===== config.mk =====
export PLATFORM = sky130hd
export DESIGN_NAME = ir_packet_tx
export DESIGN_NICKNAME = d
export VERILOG_FILES = /design/src/rtl/ir_packet_tx.sv
export SDC_FILE = /design/constraint.sdc
export NUM_CORES = 1
export LEC_CHECK = 0
export ABC_AREA = 1
export CORE_MARGIN = 2
export CORE_UTILIZATION = 53
export CTS_CLUSTER_DIAMETER = 150
export DETAILED_ROUTE_END_ITERATION = 8
export GPL_TIMING_DRIVEN = 0
export PLACE_DENSITY = 0.72
export SETUP_SLACK_MARGIN = 0.2
export SLEW_MARGIN = 0
export SYNTH_ARGS = -nofsm -noshare
export SYNTH_HDL_FRONTEND = slang
export SYNTH_SLANG_ARGS = --single-unit
export TNS_END_PERCENT = 5

===== constraint.sdc =====
create_clock -name CLK -period 3.3 [get_ports CLK]
set_input_delay 0.825 -clock CLK [delete_from_list [all_inputs] [get_ports CLK]]
set_output_delay 0.825 -clock CLK [all_outputs]
set_load 0.02 [all_outputs]

===== src/rtl/ir_packet_tx.sv =====
// ir_packet_tx -- parametrised infrared packet transmitter.
//
// Generates the IR carrier and packet framing from the system clock:
// start burst, gap, car-select burst, gap, then one burst per command bit
// (long burst for 1, short burst for 0) separated by gaps, then a one-cycle
// FINISH state that pulses DONE.
//
// Ports:
//   CLK          system clock
//   RESET        synchronous, active-low reset
//   COMMAND      command bits (bit0 right, bit1 left, bit2 back, bit3 fwd),
//                latched only when a request is accepted
//   SEND_PACKET  request, level-sampled while not busy
//   BUSY         high while a packet is being transmitted
//   DONE         one-cycle pulse when a packet completes
//   IR_LED       registered, modulated LED drive
//
// Optional feature: define IR_CMD_SANITISE_EN to clear contradictory
// direction pairs (right+left, back+fwd) at latch time. It only takes
// effect when NUM_CMD_BITS == 4; otherwise COMMAND is latched verbatim.
module ir_packet_tx #(
  parameter int unsigned CARRIER_HALF   = 1389,
  parameter int unsigned START_BURST    = 191,
  parameter int unsigned CARSEL_BURST   = 47,
  parameter int unsigned GAP            = 25,
  parameter int unsigned ASSERT_BURST   = 47,
  parameter int unsigned DEASSERT_BURST = 22,
  parameter int unsigned NUM_CMD_BITS   = 4
) (
  input  logic                    CLK,
  input  logic                    RESET,
  input  logic [NUM_CMD_BITS-1:0] COMMAND,
  input  logic                    SEND_PACKET,
  output logic                    BUSY,
  output logic                    DONE,
  output logic                    IR_LED
);

  localparam int unsigned LEN_A   = (START_BURST > CARSEL_BURST) ? START_BURST : CARSEL_BURST;
  localparam int unsigned LEN_B   = (ASSERT_BURST > DEASSERT_BURST) ? ASSERT_BURST : DEASSERT_BURST;
  localparam int unsigned LEN_C   = (LEN_A > LEN_B) ? LEN_A : LEN_B;
  localparam int unsigned MAX_LEN = (LEN_C > GAP) ? LEN_C : GAP;

  localparam int unsigned PH_W  = $clog2(CARRIER_HALF + 1);
  localparam int unsigned PER_W = $clog2(MAX_LEN + 1);
  localparam int unsigned IDX_W = (NUM_CMD_BITS > 1) ? $clog2(NUM_CMD_BITS) : 1;

  localparam logic [2:0] S_IDLE   = 3'd0;
  localparam logic [2:0] S_START  = 3'd1;
  localparam logic [2:0] S_GAP    = 3'd2;
  localparam logic [2:0] S_CARSEL = 3'd3;
  localparam logic [2:0] S_BIT    = 3'd4;
  localparam logic [2:0] S_FINISH = 3'd5;

  logic [2:0]              r_state;
  logic [2:0]              r_ret;
  logic [NUM_CMD_BITS-1:0] r_cmd;
  logic [IDX_W-1:0]        r_idx;
  logic [PH_W-1:0]         r_ph_cnt;
  logic                    r_phase;
  logic [PER_W-1:0]        r_per_cnt;
  logic                    r_led;

  logic [2:0]              w_state_nxt;
  logic [2:0]              w_ret_nxt;
  logic [NUM_CMD_BITS-1:0] w_cmd_nxt;
  logic [IDX_W-1:0]        w_idx_nxt;
  logic [PH_W-1:0]         w_ph_cnt_nxt;
  logic                    w_phase_nxt;
  logic [PER_W-1:0]        w_per_cnt_nxt;
  logic                    w_led_nxt;

  logic [NUM_CMD_BITS-1:0] w_cmd_latch;
  logic [PER_W-1:0]        w_seg_last;
  logic                    w_half_end;
  logic                    w_per_end;
  logic                    w_seg_end;
  logic                    w_last_bit;

  // Command value captured on request acceptance.
`ifdef IR_CMD_SANITISE_EN
  generate
    if (NUM_CMD_BITS == 4) begin : g_sanitise
      always_comb begin
        w_cmd_latch = COMMAND;
        if (COMMAND[0] && COMMAND[1]) w_cmd_latch[1:0] = 2'b00;
        if (COMMAND[2] && COMMAND[3]) w_cmd_latch[3:2] = 2'b00;
      end
    end else begin : g_verbatim
      assign w_cmd_latch = COMMAND;
    end
  endgenerate
`else
  assign w_cmd_latch = COMMAND;
`endif

  // Last period index of the current segment.
  always_comb begin
    w_seg_last = '0;
    case (r_state)
      S_START:  w_seg_last = PER_W'(START_BURST - 1);
      S_CARSEL: w_seg_last = PER_W'(CARSEL_BURST - 1);
      S_GAP:    w_seg_last = PER_W'(GAP - 1);
      S_BIT:    w_seg_last = r_cmd[r_idx] ? PER_W'(ASSERT_BURST - 1)
                                          : PER_W'(DEASSERT_BURST - 1);
      default:  w_seg_last = '0;
    endcase
  end

  // A period ends at the end of its low half, so segments always start high.
  assign w_half_end = (r_ph_cnt == PH_W'(CARRIER_HALF - 1));
  assign w_per_end  = w_half_end && !r_phase;
  assign w_seg_end  = w_per_end && (r_per_cnt == w_seg_last);
  assign w_last_bit = (r_idx == IDX_W'(NUM_CMD_BITS - 1));

  always_comb begin
    w_state_nxt   = r_state;
    w_ret_nxt     = r_ret;
    w_cmd_nxt     = r_cmd;
    w_idx_nxt     = r_idx;
    w_ph_cnt_nxt  = r_ph_cnt;
    w_phase_nxt   = r_phase;
    w_per_cnt_nxt = r_per_cnt;
    case (r_state)
      // FINISH accepts a held request directly so back-to-back packets are
      // separated by exactly the single FINISH cycle.
      S_IDLE, S_FINISH: begin
        w_state_nxt = S_IDLE;
        if (SEND_PACKET) begin
          w_state_nxt   = S_START;
          w_cmd_nxt     = w_cmd_latch;
          w_idx_nxt     = '0;
          w_ph_cnt_nxt  = '0;
          w_phase_nxt   = 1'b1;
          w_per_cnt_nxt = '0;
        end
      end
      S_START, S_GAP, S_CARSEL, S_BIT: begin
        if (w_half_end) begin
          w_ph_cnt_nxt = '0;
          w_phase_nxt  = !r_phase;
        end else begin
          w_ph_cnt_nxt = r_ph_cnt + PH_W'(1);
        end
        if (w_per_end) begin
          w_per_cnt_nxt = w_seg_end ? '0 : r_per_cnt + PER_W'(1);
        end
        if (w_seg_end) begin
          case (r_state)
            S_START: begin
              w_state_nxt = S_GAP;
              w_ret_nxt   = S_CARSEL;
            end
            S_CARSEL: begin
              w_state_nxt = S_GAP;
              w_ret_nxt   = S_BIT;
            end
            S_GAP: w_state_nxt = r_ret;
            default: begin
              if (w_last_bit) begin
                w_state_nxt = S_FINISH;
              end else begin
                w_state_nxt = S_GAP;
                w_ret_nxt   = S_BIT;
                w_idx_nxt   = r_idx + IDX_W'(1);
              end
            end
          endcase
        end
      end
      default: w_state_nxt = S_IDLE;
    endcase
  end

  assign w_led_nxt = w_phase_nxt &&
                     ((w_state_nxt == S_START) || (w_state_nxt == S_CARSEL) ||
                      (w_state_nxt == S_BIT));

  always_ff @(posedge CLK) begin
    if (!RESET) begin
      r_state   <= S_IDLE;
      r_ret     <= S_IDLE;
      r_cmd     <= '0;
      r_idx     <= '0;
      r_ph_cnt  <= '0;
      r_phase   <= 1'b0;
      r_per_cnt <= '0;
      r_led     <= 1'b0;
    end else begin
      r_state   <= w_state_nxt;
      r_ret     <= w_ret_nxt;
      r_cmd     <= w_cmd_nxt;
      r_idx     <= w_idx_nxt;
      r_ph_cnt  <= w_ph_cnt_nxt;
      r_phase   <= w_phase_nxt;
      r_per_cnt <= w_per_cnt_nxt;
      r_led     <= w_led_nxt;
    end
  end

  assign BUSY   = (r_state != S_IDLE) && (r_state != S_FINISH);
  assign DONE   = (r_state == S_FINISH);
  assign IR_LED = r_led;

endmodule


==> flow_summary.toml <==
[run_status]
run_status = "complete, no violations"

[clock_tree]
cts.repair_timing.setup_buffer_count = 0
clock_tree.htree_level_count = 2
cts_resized = 0
cts_hold_buf = 0
clk-insertion-delay-late_ps = 340
numCtsBuffers = 5
cts-root-to-sink-buffers = 2
tritoncts_num_sinks = 32
tritoncts = "yes"
cts.clk_slew.worst_paths_ps = 100
clk_root_buffer_cell = "clkbuf_4"

[critical_path]
timing.critical_path.buf_inv = 4
cp_max_fo = 5
required_time_of_the_critical_path_ps = 2470
path_common_cell = "inv_1"
timing.critical_path.slowest_cell_delay_ps = 530
worst_setup_path_start_kind = "flip-flop"
worst_path_max_delay_cell = "clkdlybuf4s50_1"
critical_path_arrival_ps = 1810
cp-end-kind = "primary output"
crit_type = "flip-flop to primary output"
crit_path_cell_trace = "inv_1, nand2_2, inv_2, a21oi_2, inv_1, clkdlybuf4s50_1"
path_delay_family = "buffers and inverters"

[yosys]
yosysUniqueCellTypes = 28
synth_top_area_share_pct = 36.4
syn_area_per_cell_um2 = 6.68
synth.most_common_cell = "nand2_1"
seq_area_frac_synth_pct = 36.4
synth-edff-count = 0
post_synth_most_frequent_cells = "nand2_1 (56), inv_1 (38), nor2_1 (34)"
post-synth-top-area-cell = "dfxtp_1"
post_synth_instance_area_um2 = 1760
yosys_warnings = 0
syn-num-nets = 275
synthTopCellsByArea = "dfxtp_1 (36%), nand2_1 (12%), inv_1 (8.1%)"
synth_seq_cells = 32
async_reset_ff_share_pct = 0
synth_top_flop_cell = "dfxtp_1"
syn-instance-count = 263

[layout]
final_net_count = 291
num-fill-cells = 309
layout_utilization_pct = 64.4
n_antenna_cell = 0
sequential_cell_area_um2 = 641
area_growth_pct = 13.7
multi_input_comb_area_um2 = 948
drive_above_1_share_pct = 10.0
final_area_um2 = 2000
layoutNonFillerInstCount = 324

[grt]
grt_overflow = 0
total_global_routing_track_utilization_pct = 21.5
antenna_found_initial = 0
first_global_vias = 1418
global_route_wire_length_before_repair_um = 5910
maximum_number_of_pins_on_one_net_before_global_route_repair = 11

[routing]
antenna_left = 0
routed_via_density = 4.93
drt_first_pass_iters = 4
via_count = 1597
remaining_drc_errors = 0
drt_first_iter_violations = 119
drt_wl_total_um = 3530
routed_wire_length_per_instance_um = 10.9

[sta]
final.period_utilization_pct = 80.0
slew_at_the_pin_closest_to_its_max_slew_limit_ps = 469
slew_headroom_pct = 68.7
fin_skew_ps = 5.63
count_of_pins_over_their_slew_limit = 0
fmax_ghz = 0.379
finalHoldViolations = 0
fin_tns_setup_ps = 0
report.final.setup_viol = 0
unrepaired_setup_endpoints_after_global_routing = "false"
period_needed_ps = 2640

[pwr]
power_density_over_cell_area_nw_per_um2 = 426
worst_ir_drop_vdd_mv = 0.282
leakage_component_of_the_power_nw = 0.790

[placement]
dpl-instance-area_um2 = 1900
place_congestion = 0.888
hpwl_after_dpl_um = 2720
portBuffers = 9
dp.cells = 316

[floorplanning]
floorplan.die_area_um2 = 3790
die_height_um = 61.6
design.portCount = 10
floorplan.core_area_um2 = 3100
initial_core_utilization_pct = 56.7
rows = 20
die_width_um = 61.6

[hold_path]
hp-class = "flip-flop to flip-flop"

[job]
drv_cap = 0
## registers in the layout, indices dropped and copies added, names as in the netlist
signal,cells
IR_LED,1
r_cmd,4
r_idx,2
r_per_cnt,8
r_ph_cnt,11
r_phase,1
r_ret,2
r_state,3
## layout by cell type (no fill, tap or decap), drive strengths merged
cell and n:
a211oi 1, a21oi 23, a31oi 1, and3 1, bufinv 1, clkbuf 8
clkdlybuf4s50 9, dfxtp 32, ha 5, inv 44, nand2 60, nand3 20
nand4 6, nor2 38, nor3 6, nor4 1, o21a 1, o21ai 16
o22ai 1, xor2 6
## cells by family after synthesis
group / Yosys count / synth area share [%]
AOI/OAI and AO/OA: 43 / 14.0
xor gates and xnor gates: 6 / 2.99
adders and majority gates: 5 / 3.56
buffers and inverters: 45 / 9.61
DFF: 32 / 36.4
and+or+nand+nor: 132 / 33.5
## final timing paths
| kind | start | depth (start not counted) | slack (ps) | end |
|---|---|---|---|---|
| worst max-delay path | r_state[2] | 6 | 660 | BUSY |
| worst min-delay path | r_ph_cnt[9] | 1 | 450 | r_ph_cnt[9] |
| worst max register to register | r_ph_cnt[0] | 16 | 820 | r_per_cnt[4] |
| worst min register to register | r_ph_cnt[9] | 1 | 450 | r_ph_cnt[9] |
## layout make-up
type / count / area share [%]
multi-input combinational: 186 / 47.5
buffer: 1 / 0.188
tap: 44 / 2.76
sequential: 32 / 32.1
clock inverter: 1 / 1.50
timing repair buffer: 9 / 4.51
clock buffer: 7 / 3.26
inverter: 44 / 8.27
## metrics by stage
| stage | worst slack, ps | hold WS (ps) | total power [mW] |
|---|---|---|---|
| 5_1_grt | 455 | 473 | 0.894 |
| 3_5_place_dp | 807 | 440 | 0.523 |
| 6_report | 661 | 451 | 0.851 |
| 3_3_place_gp | 809 | 438 | 0.523 |
| 2_1_floorplan | 1190 | 422 | 0.492 |
| 4_1_cts | 651 | 456 | 0.862 |
## routing by layer
| metal | global-route usage, % | part of all wire [%] | up-vias |
|---|---|---|---|
| li1 | - | - | 878 |
| met2 | 32.5 | 43 | 24 |
| met3 | 7.56 | 4.6 | 7 |
| met5 | 0 | 0 | - |
| met1 | 28.5 | 51 | 688 |
| met4 | 7.29 | 2.0 | 0 |
## report_power, final
group | internal [mW] | leakage (nW) | switching, mW
sequential | 0.397 | 0.260 | 0.00639
clock | 0.201 | 0.0515 | 0.135
combinational | 0.0382 | 0.479 | 0.0730
Power figures use the tool's default switching activity.
==> RTL change (same settings) <==
Remove the register `r_led`: a continuous assignment takes its place, so the output `IR_LED` follows one clock earlier.
--- a/src/rtl/ir_packet_tx.sv
+++ b/src/rtl/ir_packet_tx.sv
@@ -185,7 +185,6 @@
       r_ph_cnt  <= '0;
       r_phase   <= 1'b0;
       r_per_cnt <= '0;
-      r_led     <= 1'b0;
     end else begin
       r_state   <= w_state_nxt;
       r_ret     <= w_ret_nxt;
@@ -194,9 +193,10 @@
       r_ph_cnt  <= w_ph_cnt_nxt;
       r_phase   <= w_phase_nxt;
       r_per_cnt <= w_per_cnt_nxt;
-      r_led     <= w_led_nxt;
     end
   end
+
+  assign r_led = w_led_nxt;
 
   assign BUSY   = (r_state != S_IDLE) && (r_state != S_FINISH);
   assign DONE   = (r_state == S_FINISH);
Formal check against the unedited RTL: not equivalent (a bounded check fails within 4 cycles, from zero or initial values and one cycle with RESET low).
==> RTL change against the original RTL <==
Clock power grew 16%. Power rose by 11%. The flow now finishes with violations (setup timing). Cell area up 19%. Critical endpoint is now IR_LED. Sequential cell count shrank 1. Utilization increased by 0.96 points. Setup slack worse by 0.77 ns. Synthesized area grew 13%. Wire length up 27%.
==> RTL change: results (changes against the original RTL) <==
final net count 334 (+15%); clk slew on worst S/H paths 0.07 ns (-0.03 ns); cell internal pwr 0.0006871 W (+7.9%); failing checks setup timing; global placement routability congestion 0.8676 (-2.3%); f_max 293.2 MHz (-23%); Worst Hold Path EP r_ret[2]$_SDFFE_PN0P_; most frequent cells after synthesis nand2_1 (70), nor2_1 (39), inv_1 (34), dfxtp_1 (31), nand3_1 (22); kind of cell adding the most delay to the critical path simple AND/OR/NAND/NOR gates; relative slew slack 63.89% (-4.8 points); P_leak 0.9679 nW (+23%); Skew-Pair Late Insertion Delay 0.29 ns (-0.05 ns); setup TNS -0.1110 ns (-0.1110 ns); worst setup margin -0.1110 ns (-0.7725 ns); synth top area cells dfxtp_1 (31%), nand2_1 (13%), nor2_1 (7.4%); Post-Route WL 4493 µm (+27%); R2R setup slack 0.85 ns (+0.03 ns); layout cells sized above 1 21.05% (+11 points); vias in the first global route 1753 (+24%); Fill cells 324 (+4.9%); R2R cell count 17 (+1); RR Endpoint r_idx[1]$_SDFFE_PN0P_; First DRT Iteration DRCs 112 (-5.9%); Clock Root Buffer clkbuf_8; Worst Clk Skew 0.005195 ns (-0.0004350 ns); final setup fails 1 (+1); Worst path max stage delay 0.32 ns (-0.21 ns); Post-Synth XOR/XNOR Area 3.090% (+0.10 points); Distinct cells, synth 32 (+14%); slowest CP cell dfxtp_2; outcome complete, but fails checks; CP arrival 2.59 ns (+0.78 ns); hold path cells 2 (+1); DP Wirelength 3239 µm (+19%); first-pass GRT wire length 7624 µm (+29%); final hold slack 0.4686 ns (+0.01763 ns); HP Start r_ret[2]$_SDFFE_PN0P_
RTL change: cell count changes in the layout (fill, tap and decap cells not counted), sizes merged, moves of 2 or more:
cell | before | now
nand2 | 60 | 81
buf | 0 | 10
nor2 | 38 | 47
nand3 | 20 | 24
a221oi | 0 | 2
nor3 | 6 | 4
o21ai | 16 | 14
RTL change: logic make-up after synthesis:
group           Yosys count
xor+xnor                  7
flops                    31
compound gates           43
buf+inv                  47
fa+ha+maj                 5
simple gates            164
RTL change: layout make-up:
cell class	instances	area [µm²]	area share [%]
Clock inverter	2	35.03	1.475
Multi-Input combinational cell	219	1236	52.05
Tap cell	48	60.06	2.529
Inverter	45	173.9	7.323
Sequential cell	31	624.3	26.29
Buffer	2	7.507	0.3161
Timing Repair Buffer	18	155.1	6.533
Clock buffer	6	82.58	3.477
RTL change: worst max-delay path by stage:
stage / depth (start not counted) / startpoint / to / slack [ns]
final: 18 / r_ph_cnt[0]$_SDFFE_PN0P_ / IR_LED / -0.11
after CTS: 18 / r_ph_cnt[0]$_SDFFE_PN0P_ / IR_LED / -0.10
after global placement: 18 / r_ph_cnt[0]$_SDFFE_PN0P_ / IR_LED / -0.52
after detailed placement: 18 / r_ph_cnt[0]$_SDFFE_PN0P_ / IR_LED / -0.51
after global routing: 18 / r_ph_cnt[0]$_SDFFE_PN0P_ / IR_LED / -0.35
after floorplan: 17 / r_ph_cnt[0]$_SDFFE_PN0P_ / IR_LED / 0.20
RTL change: repair_timing:
item / 4_1_cts / 5_1_grt
buffers inserted: 6 / 3
resized for setup: 19 / 4
pin swaps: 13 / 10
endpoints found under the setup margin: 1 / 1
RTL change: tightest hold or removal path: cells and delay by family (launching register included):
family	cells	cell delay (ns)
AOI/OAI and AO/OA	1	0.05
DFF	1	0.31
and+or+nand+nor	1	0.06
RTL change: power groups by stage:
stage / sequential, W / clock, W / combinational (W)
finish: 0.000393 / 0.000391 / 0.000161
detailed placement: 0.000402 / 0 / 0.000145
floorplan: 0.000400 / 0 / 0.000107
global route: 0.000394 / 0.000416 / 0.000179
global placement: 0.000401 / 0 / 0.000142
CTS: 0.000393 / 0.000401 / 0.000154
RTL change: through the flow:
stage	setup slack, ns	instance area [µm²]	std cells
2_1_floorplan	0.2029	1984	297
3_3_place_gp	-0.5175	2135	354
3_5_place_dp	-0.5058	2135	354
4_1_cts	-0.1033	2336	368
5_1_grt	-0.3465	2375	371
6_report	-0.1110	2375	371
RTL change: metal layers:
layer  vias to the layer above  part of all wire (%)  global-route usage (%)
met1                       847                    48                   29.17
met3                        11                   3.2                   5.137
li1                       1004                     -                       -
met5                         -                     0                       0
met4                         0                   2.3                   8.854
met2                        32                    47                   38.90
